==> config.mk <==
export PLATFORM = sky130hd
export DESIGN_NAME = product_bcd_converter
export DESIGN_NICKNAME = d
export VERILOG_FILES = /design/src/rtl/product_bcd_pkg.sv /design/src/rtl/bcd_digit_adjust.sv /design/src/rtl/product_bcd_converter.sv
export SDC_FILE = /design/constraint.sdc
export NUM_CORES = 1
export LEC_CHECK = 0
export ABC_CLOCK_PERIOD_IN_PS = 2000
export CAP_MARGIN = 40
export CORE_MARGIN = 5
export CORE_UTILIZATION = 54
export DETAILED_ROUTE_END_ITERATION = 6
export PLACE_DENSITY = 0.79
export SETUP_SLACK_MARGIN = 0.02
export SYNTH_ARGS = -nofsm -noshare
export SYNTH_HDL_FRONTEND = slang
export SYNTH_HIERARCHICAL = 1
export SYNTH_SLANG_ARGS = --single-unit
==> constraint.sdc <==
create_clock -name clock -period 2 [get_ports clock]
set_input_delay 0.6 -clock clock [delete_from_list [all_inputs] [get_ports clock]]
set_output_delay 0.6 -clock clock [all_outputs]
set_load 0.1 [all_outputs]
==> src/rtl/product_bcd_pkg.sv <==
// Shared definitions for the product BCD converter: FSM encoding, size defaults, add-3 threshold.
// Latency: n/a (constants only).
// Backpressure: n/a (constants only).
package product_bcd_pkg;

    // Default sizing: 16-bit multiplier product into five BCD digits (10^5 > 2^16).
    localparam int PKG_DATA_WIDTH = 16;
    localparam int PKG_DIGITS     = 5;

    // FSM state encoding.
    localparam logic [1:0] ST_IDLE    = 2'd0;
    localparam logic [1:0] ST_CONVERT = 2'd1;
    localparam logic [1:0] ST_DONE    = 2'd2;

    // A digit at or above this value would reach 10 or more once shifted, so it gets +3 first.
    localparam logic [3:0] BCD_ADD3_THRESHOLD = 4'd5;

endpackage

==> src/rtl/bcd_digit_adjust.sv <==
// Double-dabble digit correction: adds 3 to a BCD digit that is 5 or more, else passes it through.
// Latency: purely combinational.
// Backpressure: none.
// Ports: digit_in - scratch digit before the shift; digit_out - corrected digit.
module bcd_digit_adjust
    import product_bcd_pkg::*;
(
    input  logic [3:0] digit_in,
    output logic [3:0] digit_out
);

    // 4-bit add; a digit in 5..9 maps to 8..12, which never carries out of the nibble.
    assign digit_out = (digit_in >= BCD_ADD3_THRESHOLD) ? digit_in + 4'd3 : digit_in;

endmodule

==> src/rtl/product_bcd_converter.sv <==
// Sequential binary-to-BCD converter (double-dabble, one bit per clock) for the multiplier product.
// Latency: DATA_WIDTH cycles from the accept edge to out_valid; one conversion every DATA_WIDTH+1 cycles.
// Backpressure: in_ready is low while converting; in_valid is ignored until the result is presented.
// Ports: clock/reset (sync, active-high); in_valid/in_ready/bin_in input handshake;
//        bcd_out packed digits (units in [3:0]) with out_valid held high until the next accept.
module product_bcd_converter
    import product_bcd_pkg::*;
#(
    parameter int DATA_WIDTH = PKG_DATA_WIDTH,
    parameter int DIGITS     = PKG_DIGITS
)
(
    input  logic                  clock,
    input  logic                  reset,
    input  logic                  in_valid,
    output logic                  in_ready,
    input  logic [DATA_WIDTH-1:0] bin_in,
    output logic [4*DIGITS-1:0]   bcd_out,
    output logic                  out_valid
);

    localparam int              CNT_W    = $clog2(DATA_WIDTH);
    localparam int              SW       = 4 * DIGITS;
    localparam logic [CNT_W-1:0] LAST_CNT = CNT_W'(DATA_WIDTH - 1);

    logic [1:0]            state;
    logic [CNT_W-1:0]      bit_cnt;
    logic [SW-1:0]         scratch;
    logic [SW-1:0]         scratch_adj;
    logic [SW-1:0]         scratch_shift;
    logic [DATA_WIDTH-1:0] bin_reg;
    logic [DATA_WIDTH-1:0] bin_shift;

    // Per-digit add-3 correction on the scratch register before each shift.
    generate
        for (genvar i = 0; i < DIGITS; i++) begin : g_adj
            bcd_digit_adjust u_adj (
                .digit_in  (scratch[4*i +: 4]),
                .digit_out (scratch_adj[4*i +: 4])
            );
        end
    endgenerate

    // One left shift of the combined {scratch, binary} register; the binary MSB lands in scratch bit 0.
    assign {scratch_shift, bin_shift} = {scratch_adj, bin_reg} << 1;

    // Handshake outputs come from registered state only.
    assign in_ready  = (state == ST_IDLE) || (state == ST_DONE);
    assign out_valid = (state == ST_DONE);

    always_ff @(posedge clock) begin
        if (reset) begin
            state   <= ST_IDLE;
            bit_cnt <= '0;
            scratch <= '0;
            bin_reg <= '0;
            bcd_out <= '0;
        end else begin
            case (state)
                ST_IDLE, ST_DONE: begin
                    if (in_valid) begin
                        bin_reg <= bin_in;
                        scratch <= '0;
                        bit_cnt <= '0;
                        state   <= ST_CONVERT;
                    end
                end
                ST_CONVERT: begin
                    scratch <= scratch_shift;
                    bin_reg <= bin_shift;
                    bit_cnt <= bit_cnt + 1'b1;
                    // The last shift's result goes straight to the output register, so
                    // partial scratch values are never visible on bcd_out.
                    if (bit_cnt == LAST_CNT) begin
                        bcd_out <= scratch_shift;
                        state   <= ST_DONE;
                    end
                end
                default: begin
                    state <= ST_IDLE;
                end
            endcase
        end
    end

endmodule

# After elaboration in Yosys (flattened, before gate mapping)
# Cells that the tools add are included.
[word_totals]
mem_bits_rw = 0
latchBits = 0
mem_count = 0
regBits = 62
romBits = 0
[classes]
n_lt_le_gt_ge = 5
add_sub_neg = 6
div = 0
n_shift = 0
eq_ne = 5
n_mul = 0
n_reduce_logical = 7
muxes = 14
n_bitwise = 0
[op_table]
columns = ["operator", "n"]
rows = [
  ["20-bit one-hot mux with 2 select lines", 1],
  ["16-bit one-hot mux with 2 select lines", 1],
  ["4-bit by 3-bit greater-or-equal comparator with 1-bit output (second input constant)", 5],
  ["20-bit two-way mux", 1],
  ["4-bit two-way mux", 5],
  ["4-bit by 2-bit adder with 4-bit output (second input constant)", 4],
  ["16-bit two-way mux", 1],
  ["4-bit one-hot mux with 2 select lines", 1],
  ["2-bit AND reduction", 3],
  ["4-bit by 1-bit adder with 4-bit output (second input constant)", 1],
  ["4-bit equality test (second input constant)", 1],
  ["2-bit two-way mux", 2],
  ["2-bit != test (second input constant)", 2],
  ["2-bit one-hot mux with 2 select lines", 1],
  ["3-bit by 2-bit adder with 3-bit output (second input constant)", 1],
  ["3-bit two-way mux", 1],
  ["2-bit by 1-bit equality test with 1-bit output (second input constant)", 1],
  ["2-bit equality test (second input constant)", 1],
  ["2-bit logical NOT", 1],
  ["2-bit nonzero test", 1],
  ["2-bit OR reduction", 1],
  ["1-bit logical OR", 1],
]

# Depth between registers and ports, before layout
[depth]
ltp_word = 4
mapped_depth = 8

# Hierarchy
# Netlist, hierarchy kept.
[by_module_without_submodules]
columns = ["module", "area_each_um2", "cells_per_inst", "seq_area_each_um2", "instances"]
rows = [
  ["product_bcd_converter", 2504.9, 306, 1241.2, 1],
  ["bcd_digit_adjust", 101.3, 16, 0.0, 5],
]

# Worst setup path before layout
# OpenSTA, ideal clock, no wires.
[synth_path]
kind = "reg2out"
from = "reg state[0]"
to = "out out_valid"
path_buffers = 0
setup_slack_ps = -303
stages_incl_launch_ff = 2
required_time_ps = 1400
t_arrival_ps = 1703
path_cell_list = "dfxtp_1 > nor2b_1"
[synth_via]
elab_chain_len = 1
[synth_lines]
columns = ["element", "line", "source"]
rows = [
  ["start: declaration", "product_bcd_converter.sv:26", "logic [1:0] state;"],
  ["start signal: assignment", "product_bcd_converter.sv:53", "state <= ST_IDLE;"],
  ["start signal: assignment", "product_bcd_converter.sv:65", "state <= ST_CONVERT;"],
  ["start signal: assignment", "product_bcd_converter.sv:76", "state <= ST_DONE;"],
  ["2-bit equality test", "product_bcd_converter.sv:49", "assign out_valid = (state == ST_DONE);"],
  ["end: declaration", "product_bcd_converter.sv:19", "output logic out_valid"],
]
# Every way passes these cells.

# Worst setup path in the final report
[layout_path]
from = "reg scratch[1]"
to = "reg bcd_out[2]"
[layout_via]
elab_chain_len = 2
word_cells_on_any_way = 3
[layout_lines]
columns = ["element", "line", "source"]
rows = [
  ["start: declaration", "product_bcd_converter.sv:28", "logic [SW-1:0] scratch;"],
  ["start signal: assignment", "product_bcd_converter.sv:69", "scratch <= scratch_shift;"],
  ["4-bit by 2-bit adder with 4-bit output / 4-bit by 3-bit greater-or-equal comparator with 1-bit output (equally long branches)", "bcd_digit_adjust.sv:13", "assign digit_out = (digit_in >= BCD_ADD3_THRESHOLD) ? digit_in + 4'd3 : digit_in;"],
  ["4-bit two-way mux (*)", "bcd_digit_adjust.sv:13", ""],
  ["named net scratch_adj[1]", "product_bcd_converter.sv:29", "logic [SW-1:0] scratch_adj;"],
  ["end signal: assignment", "product_bcd_converter.sv:75", "bcd_out <= scratch_shift;"],
  ["end: declaration", "product_bcd_converter.sv:18", "output logic [4*DIGITS-1:0] bcd_out,"],
]
# Mark *: on every way through the listed nets, which the timed path passes. The rest lies on a longest branch.
# A chain may end at the register's enable or synchronous reset.

==> results.md <==
* Final period util at approximately 90%
* Worst-skew pair later-pin latency at between 0.3 and 0.4 ns
* P_leak at 0.00138 µW
* Num rows at 27
* Max IR drop VDD at approximately 0.00054 V
* CP max FO at 3
* Req. time, crit path at ~2.3 ns
* Avg Cell Area, Syn at 7.83 µm²
* DIE HEIGHT at 84.4 µm
* Worst slew pin tran at ~0.45 ns
* # nets final at 448
* # diodes at 0
* Fmax at approximately 540 MHz
* Port bufs at 40
* Post-Syn Nets at about 400
* CORE AREA at between 0.005 and 0.006 mm²
* Num CTS Buffers at 9
* Util after Layout at between 70% and 80%
* Post-Synthesis Cells at about 380
* WL final at about 6400 µm
* Clock sink count at 62
* Drt pass-1 iters at 4
* CTS Root Cell: clkbuf_8
* Synthesis-to-layout area growth at 29.1%
* Initial core utilization at 55.0%
* Critical path data arrival time at ~2.1 ns
* HP Class: flip-flop to flip-flop
* Antenna violations before repair at 0
* Setup_tns at 0 ns
* GPL Wtd Cong at a little over 0.8
* Final Slew Violations at 0
* Total grt overflow at 0
* Vias in the first global route at approximately 2600
* Setup CP Type: flip-flop to flip-flop
* Skew final at 0.00518 ns
* Final min period at ~1.8 ns
* Residual DRC at 0
* Pwr per Cell Area at between 600 and 700 mW/mm²
* Die width at about 84 µm
* Post-route ant nets at 0
* DR iter-0 viols at ~200
* Clock Path Buffers at 2
* Post-synthesis cell area at about 0.0030 mm²
* CTS tree: done
* Slew Limit Headroom at ~70%
* Global-route wire length before repair at roughly 11000 µm
* I/O pin count at ~40
* Fillers at 424
* Max_cap viols at 0
* Vias/cell at roughly 5.4
* Share of cells above drive strength 1 at 14.7%
* Yosys warning total at 6
* Startpoint Class: flip-flop
* Largest net degree at the start of global routing at 41
* Worst-path clk slew at about 0.07 ns
* Hold Vio Cnt, Final at 0
* Die area at approximately 0.007 mm²
* Most frequent cells in the layout: dfxtp_1, a21oi_1, nand2_1
* Commonest non-fill, non-tap cell in the layout: dfxtp_1
* Htree depth at 3
* Via count at 2668
* Final setup violation count at 0
* Run status: complete, no violations
* Detailed placement HPWL at 4350 µm
* RSZ-0062 raised after global routing: true
* Avg WL per Cell at ~13 µm
* GR Util All Layers at between 10% and 20%
* CP Capture Type: flip-flop
cell type report:
| type | count | area [µm²] | area share, % |
|---|---|---|---|
| clock buffer | 11 | 141 | 3.66 |
| timing repair buffer | 55 | 753 | 19.5 |
| tap | 72 | 90.1 | 2.33 |
| multi-input combinational | 259 | 1490 | 38.7 |
| clock inverter | 5 | 25.0 | 0.648 |
| inverter | 31 | 116 | 3.01 |
| sequential | 62 | 1240 | 32.1 |
final timing paths:
check | startpoint | to | slack [ns] | cells past startpoint
worst min register to register | bin_reg[0] | bin_reg[0] | 0.47 | 2
worst max-delay path | scratch[1] | bcd_out[2] | 0.16 | 8
worst max register to register | scratch[1] | bcd_out[2] | 0.16 | 8
worst min-delay path | bin_reg[0] | bin_reg[0] | 0.47 | 2
per-layer routing:
metal  vias to the layer above  part of all wire, %  GRT usage (%)
li1                       1369                    -              -
met1                      1230                   43           20.8
met2                        56                   50           33.8
met3                        13                  4.4           4.22
met4                         0                  2.5           10.4
met5                         -                    0              0
power breakdown:
group	switching (µW)	leakage [µW]	internal, µW
clock	472	0.0000926	472
sequential	17.8	0.000502	1260
combinational	147	0.000783	98.9
total	637	0.00138	1830
critical path, cell delays in order (launching register included):
cell	delay, ns
dfxtp_1	0.35
inv_1	0.08
ha_1	0.18
nand2b_1	0.17
a21oi_2	0.19
mux2i_1	0.25
inv_1	0.05
or3_1	0.36
a21oi_1	0.13
metrics by stage:
step                power (µW)  instances  worst slack (ns)  area [µm²]  hold slack (ns)
floorplan                 1460        382             0.238        2990            0.445
global placement          1550        478             0.114        3680            0.453
detailed placement        1550        478            0.0133        3680            0.461
CTS                       2490        494             0.134        3850            0.470
global route              2570        495            0.0117        3860            0.491
finish                    2470        495             0.156        3860            0.469
timing repair:
item / in CTS / in global routing
endpoints found under the setup margin: 0 / 2
resized for setup: 0 / 1
setup buffers: 0 / 1
hold buffers: 0 / 0
(Power assumes the default switching activity.)
